[src/rtl/serial_adder_ctrl_pkg.sv]
// serial_adder_ctrl_pkg: shared state encoding for the bit-serial adder controller
package serial_adder_ctrl_pkg;
  typedef enum logic [1:0] {
    S_IDLE = 2'd0,
    S_RUN  = 2'd1,
    S_DONE = 2'd2
  } state_t;
endpackage

[src/rtl/full_adder.sv]
// full_adder: single-bit full adder cell shared across all bit positions
module full_adder (
  input  logic a,
  input  logic b,
  input  logic Cin,
  output logic s,
  output logic Cout
);
  assign s    = a ^ b ^ Cin;
  assign Cout = (a & b) | (Cin & (a ^ b));
endmodule

[src/rtl/serial_adder_ctrl.sv]
// serial_adder_ctrl: bit-serial adder, one shared full adder stepped LSB-first over WIDTH cycles
module serial_adder_ctrl
  import serial_adder_ctrl_pkg::*;
#(
  parameter int WIDTH = 8
) (
  input  logic             clk,
  input  logic             rst,
  input  logic             start_valid,
  output logic             start_ready,
  input  logic [WIDTH-1:0] op_a,
  input  logic [WIDTH-1:0] op_b,
  input  logic             cin,
  output logic [WIDTH-1:0] sum,
  output logic             cout,
  output logic             done_valid,
  input  logic             done_ready,
  output logic             busy
);
  localparam int CNT_W = $clog2(WIDTH + 1);
  state_t           state_q, state_d;
  logic [WIDTH-1:0] a_q, b_q, s_q;
  logic             c_q;
  logic [CNT_W-1:0] cnt_q;
  logic             fa_s, fa_co, last, accept;
  full_adder u_fa (
    .a   (a_q[0]),
    .b   (b_q[0]),
    .Cin (c_q),
    .s   (fa_s),
    .Cout(fa_co)
  );
  assign last   = cnt_q == CNT_W'(WIDTH - 1);
  assign accept = start_valid & start_ready;
  always_ff @(posedge clk or posedge rst) begin
    if (rst) state_q <= S_IDLE;
    else     state_q <= state_d;
  end
  always_comb begin
    state_d = state_q;
    case (state_q)
      S_IDLE:  if (start_valid) state_d = S_RUN;
      S_RUN:   if (last) state_d = S_DONE;
      S_DONE:  if (done_ready) state_d = S_IDLE;
      default: state_d = S_IDLE;
    endcase
  end
  always_comb begin
    start_ready = state_q == S_IDLE;
    done_valid  = state_q == S_DONE;
    busy        = state_q != S_IDLE;
    sum         = s_q;
    cout        = c_q;
  end
  // Sum bits enter at the MSB so after WIDTH steps bit 0 sits at the LSB.
  always_ff @(posedge clk or posedge rst) begin
    if (rst) begin
      a_q   <= '0;
      b_q   <= '0;
      s_q   <= '0;
      c_q   <= 1'b0;
      cnt_q <= '0;
    end else if (accept) begin
      a_q   <= op_a;
      b_q   <= op_b;
      c_q   <= cin;
      cnt_q <= '0;
    end else if (state_q == S_RUN) begin
      a_q   <= a_q >> 1;
      b_q   <= b_q >> 1;
      s_q   <= WIDTH'({fa_s, s_q} >> 1);
      c_q   <= fa_co;
      cnt_q <= last ? cnt_q : cnt_q + CNT_W'(1);
    end
  end
endmodule

[config.mk]
export PLATFORM = sky130hd
export DESIGN_NAME = serial_adder_ctrl
export DESIGN_NICKNAME = d
export VERILOG_FILES = /design/src/rtl/serial_adder_ctrl_pkg.sv /design/src/rtl/full_adder.sv /design/src/rtl/serial_adder_ctrl.sv
export SDC_FILE = /design/constraint.sdc
export NUM_CORES = 1
export LEC_CHECK = 0
export ABC_AREA = 1
export BUFFER_PORTS_ARGS = -buffer_cell sky130_fd_sc_hd__buf_2
export CORE_MARGIN = 2
export CORE_UTILIZATION = 35
export DETAILED_ROUTE_END_ITERATION = 7
export SLEW_MARGIN = 20
export SYNTH_ARGS = -nofsm -noshare
export SYNTH_HDL_FRONTEND = slang
export SYNTH_HIERARCHICAL = 1
export SYNTH_SLANG_ARGS = --single-unit
[constraint.sdc]
create_clock -name clk -period 3.1 [get_ports clk]
set_clock_uncertainty 0.2 [all_clocks]
set_input_delay 0.155 -clock clk [delete_from_list [all_inputs] [get_ports clk]]
set_output_delay 0.155 -clock clk [all_outputs]
set_load 0.01 [all_outputs]
==> flow_summary.toml <==
[layout]
antenna_cells = 0
fin_area_um2 = 1890
syn_to_final_growth_pct = 37.5
final_common_cell = "nand2_1"
final_cell_mix = "79 x nand2_1, 32 x buf_2, 31 x dfrtp_1"
drive_above_1_share_pct = 22.2
finalNonFillerCells = 264
fin_nets = 238

[placement]
pre_cts_slack_ns = 1.30
place_area_um2 = 1580
dp_cells = 236
dp_hpwl_mm = 1.80
gp_congestion = 0.718
io_buffers = 32

[synthesis]
postSynthAreaPerCell_um2 = 8.66
syn_inst = 159
yosysWarningCount = 6
ys_ff_latch = 31
dominantRegCellSynth = "dfrtp_1"
synth-edff-count = 0
async_flop_share_pct = 100
ys_types = 19
synth_top_area_share_pct = 56.3
seq_area_frac_synth_pct = 56.3
syn-cell-area_um2 = 1380
synth.area.top_cells = "dfrtp_1 56%, nand2_1 22%, nand3_1 8.0%, inv_1 1.9%, fa_1 1.5%"
synth_top_cell_by_area = "dfrtp_1"
synthesis.nets = 182

[grt]
grt_max_degree = 32
grt_util_all_layers_pct = 14.7
grt_first_pass_wirelength_mm = 4.88
grt.overflow.total = 0
antenna_found_initial = 0
grt_pass1_vias = 1108

[sta]
rsz0062_at_grt = "no"
setup_viol = 0
max_freq_mhz = 561
setup-tns-final_ns = 0
timing.final.crit_share_pct = 57.5
hold_viol_final = 0
final.min_clock_period_ns = 1.78
tightest_slew_ns = 0.655
setup_ws_ns = 1.32
maxSlewViolCount = 0
relSlewSlack_pct = 56.2

[power_and_ir_drop]
p_leak_nw = 1.01
power_density_nw_per_um2 = 927
finalPower_mw = 1.76
vdd_drop_max_uv = 356

[detailed_routing]
dr.pass1.iters = 4
first_iter_violations = 59
drcViolationCount = 0
wl_mm = 2.84
drt-wirelength-per-cell_um = 10.8
antenna_left = 0
vias_per_cell = 4.54
vias = 1198

[critical_path]
startpoint_type = "flip-flop"
crit_fanout = 26
path_cells = "nor2_4 -> nand2_1 -> inv_2 -> nand3_1 -> o21ai_1"
cp.required_ns = 3.11
worstSetupPathType = "reg -> reg"
cp_slowest_cell = "nor2_4"
critPathArrivalTime_ns = 1.80
max_stage_delay_ns = 0.54
crit_path_end_kind = "flip-flop"

[clock_network]
clock_path_buffers = 2
cts.sinks = 31
cts_made_buffers = 5
cts_max_level = 2
clk_pin_slew_worst_paths_ns = 0.07
cts.repair.resized = 0
root_buffer = "clkbuf_8"
clock_latency_ns = 0.28
cts_tree = "yes"

[outcome]
status = "finished, final reports clean"

[hold_path]
min_path_type = "reg -> reg"

[die]
die_x_um = 66.7
ios = 33
rows = 22
core_um2 = 3720
dieArea_um2 = 4450
start_util_pct = 37.1
die_y_um = 66.7

[flow_run]
cap_viol_max_count = 0
path summary, 6_finish.rpt:
kind / from / slack, ns / endpoint / depth (start not counted)
max reg2reg: state_q[1] / 1.32 / cnt_q[0] / 5
min reg2reg: sum[0] / 0.27 / sum[0] / 2
min in group asynchronous: rst / 0.28 / cnt_q[3] / 4
max: state_q[1] / 1.32 / cnt_q[0] / 5
min: sum[0] / 0.27 / sum[0] / 2
max in group asynchronous: rst / 2.13 / a_q[6] / 4
repair_timing:
action                                 CTS  global route
setup buffers                            0             0
endpoints found under the hold margin   50             0
hold buffers                            20             0
power by group:
group	switching, mW	internal [mW]
sequential	0.120	0.582
combinational	0.388	0.253
clock	0.153	0.260
sequential cells by signal, indices dropped and copies added, names as in the netlist:
| signal | cells |
|---|---|
| a_q | 8 |
| b_q | 8 |
| sum | 8 |
| cnt_q | 4 |
| state_q | 2 |
| cout | 1 |
layer usage:
layer  track usage (%)  share of wire, %
met1              18.9                48
met2              23.0                44
met3              4.56               6.3
met4              6.12               1.5
met5                 0                 0
final cells by class:
type	count	area, µm²
multi-input cells	114	531
clock buffers	6	82.6
clock inverters	2	35.0
fillers	377	1820
inverters	10	42.5
well taps	48	60.1
flip-flops and latches	31	776
repair buffers	53	368
synth_stat cells, types with 2 or more instances:
library cell,count
dfrtp_1,31
buf_2,2
nand3_1,22
nand4_1,2
inv_2,2
nand2_1,79
inv_1,7
o21ai_1,3
worst max-delay path: cells and delay by family (launching register included):
kind | cells | cell delay [ns]
buf+inv | 1 | 0.14
flops | 1 | 0.42
compound gates | 1 | 0.07
simple gates | 3 | 0.87
per-stage QoR:
stage,hold slack (ns),utilization [%]
after floorplan,0.0585,-
after global routing,0.310,51.0
after CTS,0.276,51.0
after detailed placement,0.0599,42.4
final,0.272,51.0
after global placement,0.0541,42.4
kinds of logic (layout without fill, tap and decap cells):
| logic type | count (synthesis) | after routing | share of synthesized area [%] |
|---|---|---|---|
| DFF | 31 | 31 | 56.3 |
| and+or+nand+nor | 107 | 107 | 34.0 |
| xor gates and xnor gates | 1 | 1 | 0.636 |
| buffers and inverters | 14 | 71 | 5.18 |
| AOI/OAI and AO/OA | 4 | 4 | 1.54 |
| adders and majority gates | 2 | 2 | 2.36 |
(Power assumes the default switching activity.)
